`src/rtl/riscv_md_unit_param.sv`:
```
// RV M-extension unit (MUL*/DIV*/REM*) on a held-valid PCPI handshake; dropping valid before ready aborts.
// Ready at accept+MUL_STAGES+1 (mul), accept+XLEN/DIV_BITS+2 (divide), accept+2 (zero/overflow/fused).
module riscv_md_unit_param #(
  parameter int XLEN       = 32,
  parameter int MUL_STAGES = 2,
  parameter int DIV_BITS   = 1,
  parameter int FUSE_EN    = 1
) (
  input  logic            clk,
  input  logic            resetn,
  input  logic            valid,
  input  logic [31:0]     instruction,
  input  logic [XLEN-1:0] rs1,
  input  logic [XLEN-1:0] rs2,
  output logic            wr,
  output logic [XLEN-1:0] rd,
  output logic            busy,
  output logic            ready
);
  localparam int NITER = XLEN / DIV_BITS;
  localparam int CW = $clog2(XLEN + 1) + 1;
  localparam logic [XLEN-1:0] MIN_NEG = {1'b1, {(XLEN-1){1'b0}}};

  typedef enum logic [2:0] {IDLE, MUL, DIV, FAST, RESP, HOLD} state_t;

  state_t          state;
  logic [CW-1:0]   cnt;
  logic [XLEN-1:0] a_r, b_r, quo, rem, dvs;
  logic [1:0]      f3_r;
  logic            q_neg, r_neg, hit_r;
  logic [XLEN-1:0] mpipe [MUL_STAGES];
  logic            c_vld, c_sgn;
  logic [XLEN-1:0] c_a, c_b, c_q, c_r;

  logic            match, in_sgn, in_hit, to_fast;
  logic [2:0]      f3_in;
  logic [XLEN-1:0] a_mag, b_mag;
  logic            unused_bits;

  assign f3_in   = instruction[14:12];
  assign match   = (instruction[6:0] == 7'b0110011) && (instruction[31:25] == 7'b0000001);
  assign in_sgn  = ~f3_in[0];
  assign in_hit  = (FUSE_EN != 0) && c_vld && (rs1 == c_a) && (rs2 == c_b) && (c_sgn == in_sgn);
  assign to_fast = (rs2 == '0) || (in_sgn && (rs1 == MIN_NEG) && (rs2 == '1)) || in_hit;
  assign a_mag   = (in_sgn && rs1[XLEN-1]) ? -rs1 : rs1;
  assign b_mag   = (in_sgn && rs2[XLEN-1]) ? -rs2 : rs2;
  assign unused_bits = ^{instruction[24:15], instruction[11:7]};

  // Product is formed from the ports in the accept cycle, then rides the mpipe stages.
  logic [2*XLEN-1:0] ea, eb, prod;
  logic [XLEN-1:0]   mres;
  always_comb begin
    ea   = {{XLEN{rs1[XLEN-1] & (f3_in[1:0] != 2'b11)}}, rs1};
    eb   = {{XLEN{rs2[XLEN-1] & ~f3_in[1]}}, rs2};
    prod = ea * eb;
    mres = (f3_in[1:0] == 2'b00) ? prod[XLEN-1:0] : prod[2*XLEN-1:XLEN];
  end

  // Restoring division on magnitudes, DIV_BITS quotient bits per cycle.
  logic [XLEN-1:0] dq, dr;
  logic [XLEN:0]   dt;
  always_comb begin
    dq = quo;
    dr = rem;
    dt = '0;
    for (int i = 0; i < DIV_BITS; i++) begin
      dt = {dr, dq[XLEN-1]};
      dq = {dq[XLEN-2:0], 1'b0};
      if (dt >= {1'b0, dvs}) begin
        dt    = dt - {1'b0, dvs};
        dq[0] = 1'b1;
      end
      dr = dt[XLEN-1:0];
    end
  end

  logic [XLEN-1:0] fq, fr, fin;
  logic            fupd;
  always_comb begin
    fupd = 1'b0;
    if (b_r == '0) begin
      fq = '1;
      fr = a_r;
    end else if (!f3_r[0] && (a_r == MIN_NEG) && (b_r == '1)) begin
      fq = a_r;
      fr = '0;
    end else if (hit_r) begin
      fq = c_q;
      fr = c_r;
    end else begin
      fq   = q_neg ? -quo : quo;
      fr   = r_neg ? -rem : rem;
      fupd = 1'b1;
    end
    fin = f3_r[1] ? fr : fq;
  end

  always_ff @(posedge clk or negedge resetn) begin
    if (!resetn) begin
      state <= IDLE;
      busy  <= 1'b0;
      ready <= 1'b0;
      wr    <= 1'b0;
      rd    <= '0;
      cnt   <= '0;
      a_r   <= '0;
      b_r   <= '0;
      f3_r  <= '0;
      quo   <= '0;
      rem   <= '0;
      dvs   <= '0;
      q_neg <= 1'b0;
      r_neg <= 1'b0;
      hit_r <= 1'b0;
      c_vld <= 1'b0;
      c_sgn <= 1'b0;
      c_a   <= '0;
      c_b   <= '0;
      c_q   <= '0;
      c_r   <= '0;
      for (int i = 0; i < MUL_STAGES; i++) mpipe[i] <= '0;
    end else begin
      mpipe[0] <= mres;
      for (int i = 1; i < MUL_STAGES; i++) mpipe[i] <= mpipe[i-1];
      case (state)
        IDLE: if (valid && match) begin
          busy  <= 1'b1;
          a_r   <= rs1;
          b_r   <= rs2;
          f3_r  <= f3_in[1:0];
          quo   <= a_mag;
          rem   <= '0;
          dvs   <= b_mag;
          q_neg <= in_sgn & (rs1[XLEN-1] ^ rs2[XLEN-1]);
          r_neg <= in_sgn & rs1[XLEN-1];
          hit_r <= in_hit;
          if (!f3_in[2]) begin
            state <= MUL;
            cnt   <= CW'(MUL_STAGES - 1);
          end else if (to_fast) begin
            state <= FAST;
          end else begin
            state <= DIV;
            cnt   <= CW'(NITER - 1);
          end
        end
        MUL: if (!valid) begin
          state <= IDLE;
          busy  <= 1'b0;
          c_vld <= 1'b0;
        end else if (cnt == '0) begin
          state <= RESP;
          ready <= 1'b1;
          wr    <= 1'b1;
          rd    <= mpipe[MUL_STAGES-1];
        end else begin
          cnt <= cnt - CW'(1);
        end
        DIV: if (!valid) begin
          state <= IDLE;
          busy  <= 1'b0;
          c_vld <= 1'b0;
        end else begin
          quo <= dq;
          rem <= dr;
          if (cnt == '0) state <= FAST;
          else cnt <= cnt - CW'(1);
        end
        // Also the sign-fixup cycle for the iterative path, which is what refreshes the cache.
        FAST: if (!valid) begin
          state <= IDLE;
          busy  <= 1'b0;
          c_vld <= 1'b0;
        end else begin
          state <= RESP;
          ready <= 1'b1;
          wr    <= 1'b1;
          rd    <= fin;
          if (fupd && (FUSE_EN != 0)) begin
            c_vld <= 1'b1;
            c_sgn <= ~f3_r[0];
            c_a   <= a_r;
            c_b   <= b_r;
            c_q   <= fq;
            c_r   <= fr;
          end
        end
        RESP: begin
          state <= HOLD;
          busy  <= 1'b0;
          ready <= 1'b0;
          wr    <= 1'b0;
          rd    <= '0;
        end
        HOLD: state <= IDLE;
        default: state <= IDLE;
      endcase
    end
  end
endmodule

```
`config.mk`:
```
export PLATFORM = sky130hd
export DESIGN_NAME = riscv_md_unit_param
export DESIGN_NICKNAME = d
export VERILOG_FILES = /design/src/rtl/riscv_md_unit_param.sv
export SDC_FILE = /design/constraint.sdc
export NUM_CORES = 2
export LEC_CHECK = 0
export BUFFER_PORTS_ARGS = -buffer_cell sky130_fd_sc_hd__buf_4
export CORE_UTILIZATION = 45
export DETAILED_ROUTE_END_ITERATION = 10
export PLACE_DENSITY_LB_ADDON = 0.05
export SLEW_MARGIN = 25
export SYNTH_ARGS = -nofsm -noshare
export SYNTH_HDL_FRONTEND = slang
export SYNTH_SLANG_ARGS = --single-unit
```
`constraint.sdc`:
```
create_clock -name clk -period 3.89 [get_ports clk]
set_input_delay 0.5835 -clock clk [delete_from_list [all_inputs] [get_ports clk]]
set_output_delay 0.5835 -clock clk [all_outputs]
set_load 0.02 [all_outputs]
```
# Word level (Yosys, flattened, before mapping)
# Index checks and enable logic that the tools add are counted.
[word_totals]
reg_bits = 403
latch_bits = 0
mem_bits_rw = 0
mem_bits_ro = 0
inputBits = 99
output_inout_bits = 35
word_cells = 151
n_memories = 0
[op_classes]
addsub = 6
multipliers = 1
div_mod_pow = 0
magnitude_cmp = 1
eq_ne = 27
shifts = 0
mux = 52
bitwise = 8
reduce_logical = 34
[op_table]
columns = ["op", "n"]
rows = [
  ["32-bit two-way mux", 20],
  ["32-bit == test, second input constant", 4],
  ["32-bit negator", 4],
  ["32-bit one-hot mux with 2 select lines", 2],
  ["32-bit one-hot mux with 3 select lines", 1],
  ["32-bit == test", 2],
  ["32-bit logical NOT", 2],
  ["33-bit by 33-bit multiplier with 64-bit output", 1],
  ["7-bit two-way mux", 5],
  ["33-bit by 32-bit greater-or-equal comparator with 1-bit output", 1],
  ["32-bit subtractor", 1],
  ["3-bit two-way mux", 6],
  ["2-bit inequality test, second input constant", 9],
  ["3-bit one-hot mux with 5 select lines", 1],
  ["3-bit AND reduction", 5],
  ["7-bit one-hot mux with 2 select lines", 1],
  ["1-bit two-way mux", 12],
  ["3-bit inequality test, second input constant", 4],
  ["1-bit logical AND", 11],
  ["7-bit by 1-bit == test with 1-bit output, second input constant", 1],
  ["7-bit by 6-bit == test with 1-bit output, second input constant", 1],
  ["7-bit logical NOT", 1],
  ["7-bit by 1-bit subtractor with 7-bit output, second input constant", 1],
  ["3-bit by 2-bit == test with 1-bit output, second input constant", 2],
  ["other kinds (21)", 31],
]

# Longest topological paths before layout
[logic_depth]
word_depth = 9
depth_mapped = 33
mapped_depth_nobuf = 30

# Worst setup path before layout
# No wires, ideal clock.
[synth_path]
path_type = "in2reg"
start = "input instruction[12]"
end = "register mpipe[63] (netlist bit)"
setup_time_ps = 135
arrival_time_ps = 8486
t_required_ps = 3755
path_slack_ps = -4731
cell_stages = 31
path_buffers = 3
cell_sequence = "clkbuf_1 > nand2_1 > and2_0 > clkbuf_1 > nand2_1 > fa_1 > fa_1 > inv_1 > fa_1 > inv_1 > fa_1 > inv_1 > fa_1 > fa_1 > fa_1 > inv_1 > fa_1 > inv_1 > ha_1 > clkbuf_1 > a21o_1 > a21o_1 > a21oi_1 > o21ai_0 > nand2_1 > o41a_1 > nand2_1 > a41o_1 > a21oi_1 > xnor2_1 > o21ai_0"
[synth_between]
elab_chain_len = 4
elab_cells_between_ends = 5
cone_classes = "mul (1); eq/ne (1); mux (1); bitwise (1); reduce/logical (1)"
[synth_rtl]
columns = ["element", "line", "rtl"]
rows = [
  ["start, declared", "12", "input logic [31:0] instruction,"],
  ["2-bit inequality test", "53", "ea = {{XLEN{rs1[XLEN-1] & (f3_in[1:0] != 2'b11)}}, rs1};"],
  ["1-bit bitwise AND", "53", ""],
  ["33-bit by 33-bit multiplier with 64-bit output", "55", "prod = ea * eb;"],
  ["32-bit two-way mux (*)", "56", "mres = (f3_in[1:0] == 2'b00) ? prod[XLEN-1:0] : prod[2*XLEN-1:XLEN];"],
  ["named net mres[31]", "51", "logic [XLEN-1:0] mres;"],
  ["end, declared", "31", "logic [XLEN-1:0] mpipe [MUL_STAGES];"],
]
# The timed path passes the listed nets; every way through them passes the cells marked *.
# A chain may end at the register's enable or synchronous reset.

# Final worst setup path
[layout_path]
start = "input instruction[13]"
end = "register mpipe[60] (netlist bit)"
[layout_between]
elab_chain_len = 4
elab_cells_between_ends = 7
cone_classes = "mul (1); eq/ne (1); mux (1); bitwise (3); reduce/logical (1)"
[layout_rtl]
columns = ["element", "line"]
rows = [
  ["2-bit inequality test or 1-bit NOT (tied branches)", "53, 54"],
  ["1-bit bitwise AND, on equally long branches", "53, 54"],
  ["33-bit by 33-bit multiplier with 64-bit output", "55"],
  ["32-bit two-way mux (*)", "56"],
  ["named net mres[28]", "51"],
]
# Marks and branches as above.

==> metrics.cfg <==
[layout]
fin_area_mm2=0.0729
instances_no_fill=9155
fillers=12000
drive_gt1_share_pct=19.4
num-nets-final=8842
syn2layout_area_growth_pct=21.8

[sta]
worst_pin_slew_ps=995
rsz0062_at_grt=true
skew_ps=43.0
report.final.slew_viol_count=0
relSlewSlack_pct=33.6
setup_ws_ps=-3450
period_minus_slack_ps=7340
fin_hold_ws_ps=310
fmax_ghz=0.136
period_share_pct=189
hold_viol=0
setup_violations=32

[flow_run]
drv_cap=0

[worst_hold_path]
min_path_cells=3
min_from=valid
hold_class=input pin to register
whs_endpoint=c_vld

[global_routing]
grt_max_degree=85
grt_usage_pct=33.3
grt_pass1_wl_um=333000
antenna_found_initial=19
grt-ovfl-total=0
grt_pass1_vias=51800

[die]
num_rows=133
io_pins=134
fp.dieH_um=367
initial_core_util_pct=45.4
core_area_mm2=0.132
dieArea_mm2=0.134
die_w_um=367

[yosys]
synth-seq-cells=402
syn_area_mm2=0.0598
synth_top_cell_area_share_pct=37.7
syn_inst=6799
synth_cell_types=80
syn_avg_cell_area_um2=8.80
synth_warnings=0
syn-num-nets=8276
yosys.area.top_type=fa_1
synthTopCellsByCount=nand2_1 (1,343), inv_1 (1,174), fa_1 (1,126), dfrtp_1 (402), o21ai_0 (364)
synth_enable_flop_cells=0
ys_seq_area_share_pct=16.8
synthFlopType=dfrtp_1
synthArstFlopShare_pct=100
synth.most_common_cell=nand2_1
synth.area.top_cells=fa_1 (38%), dfrtp_1 (17%), nand2_1 (8.4%), inv_1 (7.4%), ha_1 (5.3%)

[routing]
first_pass_iters=6
route.detailed.drc=0
num_vias=49200
drt-initial-drc-count=3675
via_per_inst=5.37
wl_per_cell_um=24.1
wl_um=221000
ant_nets=0

[clock_network]
cts-htree-levels=2
clk_pin_slew_ps=70
cts-root-buf=clkbuf_16
cts_buffers=42
cts_tree=done
clk_latency_ps=610
cts_buffer_depth=3
clock-sinks=402

[outcome]
status=complete, but fails checks
violations=negative setup slack

[place]
portBuffers=118
dpl_cell_area_mm2=0.0685
post-dp-hpwl_um=181000
dp.cells=9001
place.gp.congestion=0.971

[critical_path]
crit_path_end_kind=register
r2r-end=rd[28]
cp_slowest_stage_delay_ps=590
crit_top_cell=fa_1
cp-start-kind=input pin
r2r_cells=10
cp_slowest_cell=fa_2
path_class=input pin to register
cp.required_ps=4400
regToRegStartpoint=rem[12]
arrival_ps=7850
rrSetupSlack_ps=100
cp_max_fo=5

-- logic make-up after synthesis --
kind of cell               count (synthesis)  share of synthesized area [%]
AOI/OAI and AO/OA                        886                           8.93
xor gates and xnor gates                 256                           3.75
adders and majority gates               1378                           43.0
buffers and inverters                   1601                           10.1
DFF                                      402                           16.8
muxes                                     42                          0.718
and+or+nand+nor                         2234                           16.8
-- worst max-delay path, delay by kind of cell --
| family | cells | cell delay, ps |
|---|---|---|
| fa+ha+maj | 9 | 4350 |
| mux | 1 | 250 |
| buf+inv | 7 | 540 |
| compound gates | 7 | 1380 |
| simple gates | 6 | 730 |
-- area by class of cell --
cell class / instances / area [um2] / share of cell area, %
repair buffers: 946 / 9020 / 12.4
clock inverters: 19 / 215 / 0.295
flip-flops and latches: 402 / 10100 / 13.8
inverters: 1177 / 4460 / 6.12
multi-input cells: 4796 / 45700 / 62.7
diodes: 3 / 7.51 / 0.0103
clock buffers: 57 / 1200 / 1.64
well taps: 1755 / 2200 / 3.01
-- registers in the layout, summed over array words and instances, names as in the netlist, 2 cells and up --
name   flops
a_r       32
c_a       32
cnt        7
c_r       32
b_r       32
rem       32
mpipe     64
dvs       31
c_b       32
state      3
quo       32
rd        32
c_q       32
f3_r       2
-- worst max path at each step --
stage	start	to	slack [ps]	depth (start not counted)
2_1_floorplan	instruction[12]	mpipe[63]	-3970	31
3_3_place_gp	rs1[31]	mpipe[60]	-4490	32
3_5_place_dp	rs1[31]	mpipe[60]	-4490	32
4_1_cts	instruction[13]	mpipe[60]	-3440	31
5_1_grt	instruction[13]	mpipe[60]	-3720	30
6_report	instruction[13]	mpipe[60]	-3450	30
-- repair_timing --
item,in CTS,in global routing
gates resized for setup,312,225
endpoints found under the hold margin,50,0
pin swaps,159,189
hold buffers,1,0
endpoints found under the setup margin,33,42
cloned,7,2
buffers inserted,51,32
-- per-layer routing --
layer	share of wire (%)	global-route usage, %	routed length [um]	vias to the layer above
met3	6.4	4.85	14100	330
met2	47	54.6	104000	1579
met4	4.3	11.9	9590	4
met1	42	44.9	93100	25300
li1	-	-	-	22000
met5	0.0095	0	21	-
-- through the flow --
| step | setup TNS [ps] | util (%) | setup WS [ps] |
|---|---|---|---|
| 2_1_floorplan | -104490 | - | -3970 |
| 3_3_place_gp | -138470 | 52.1 | -4490 |
| 3_5_place_dp | -138620 | 52.1 | -4490 |
| 4_1_cts | -102410 | 54.5 | -3440 |
| 5_1_grt | -109490 | 55.4 | -3720 |
| 6_report | -102840 | 55.4 | -3450 |
-- cell usage in the layout, fill, tap and decap left out, types with 124 or more instances in the layout --
master,count
fa_1,1059
nand2_1,1305
ha_1,215
dfrtp_1,401
xnor2_1,124
inv_1,1116
buf_4,747
and2_1,307
o21ai_0,323
nor2_1,219
a21oi_1,174
Power is left out: the tool's default activity adds up to more than one toggle a clock period on the data nets, which glitch-free logic cannot reach.
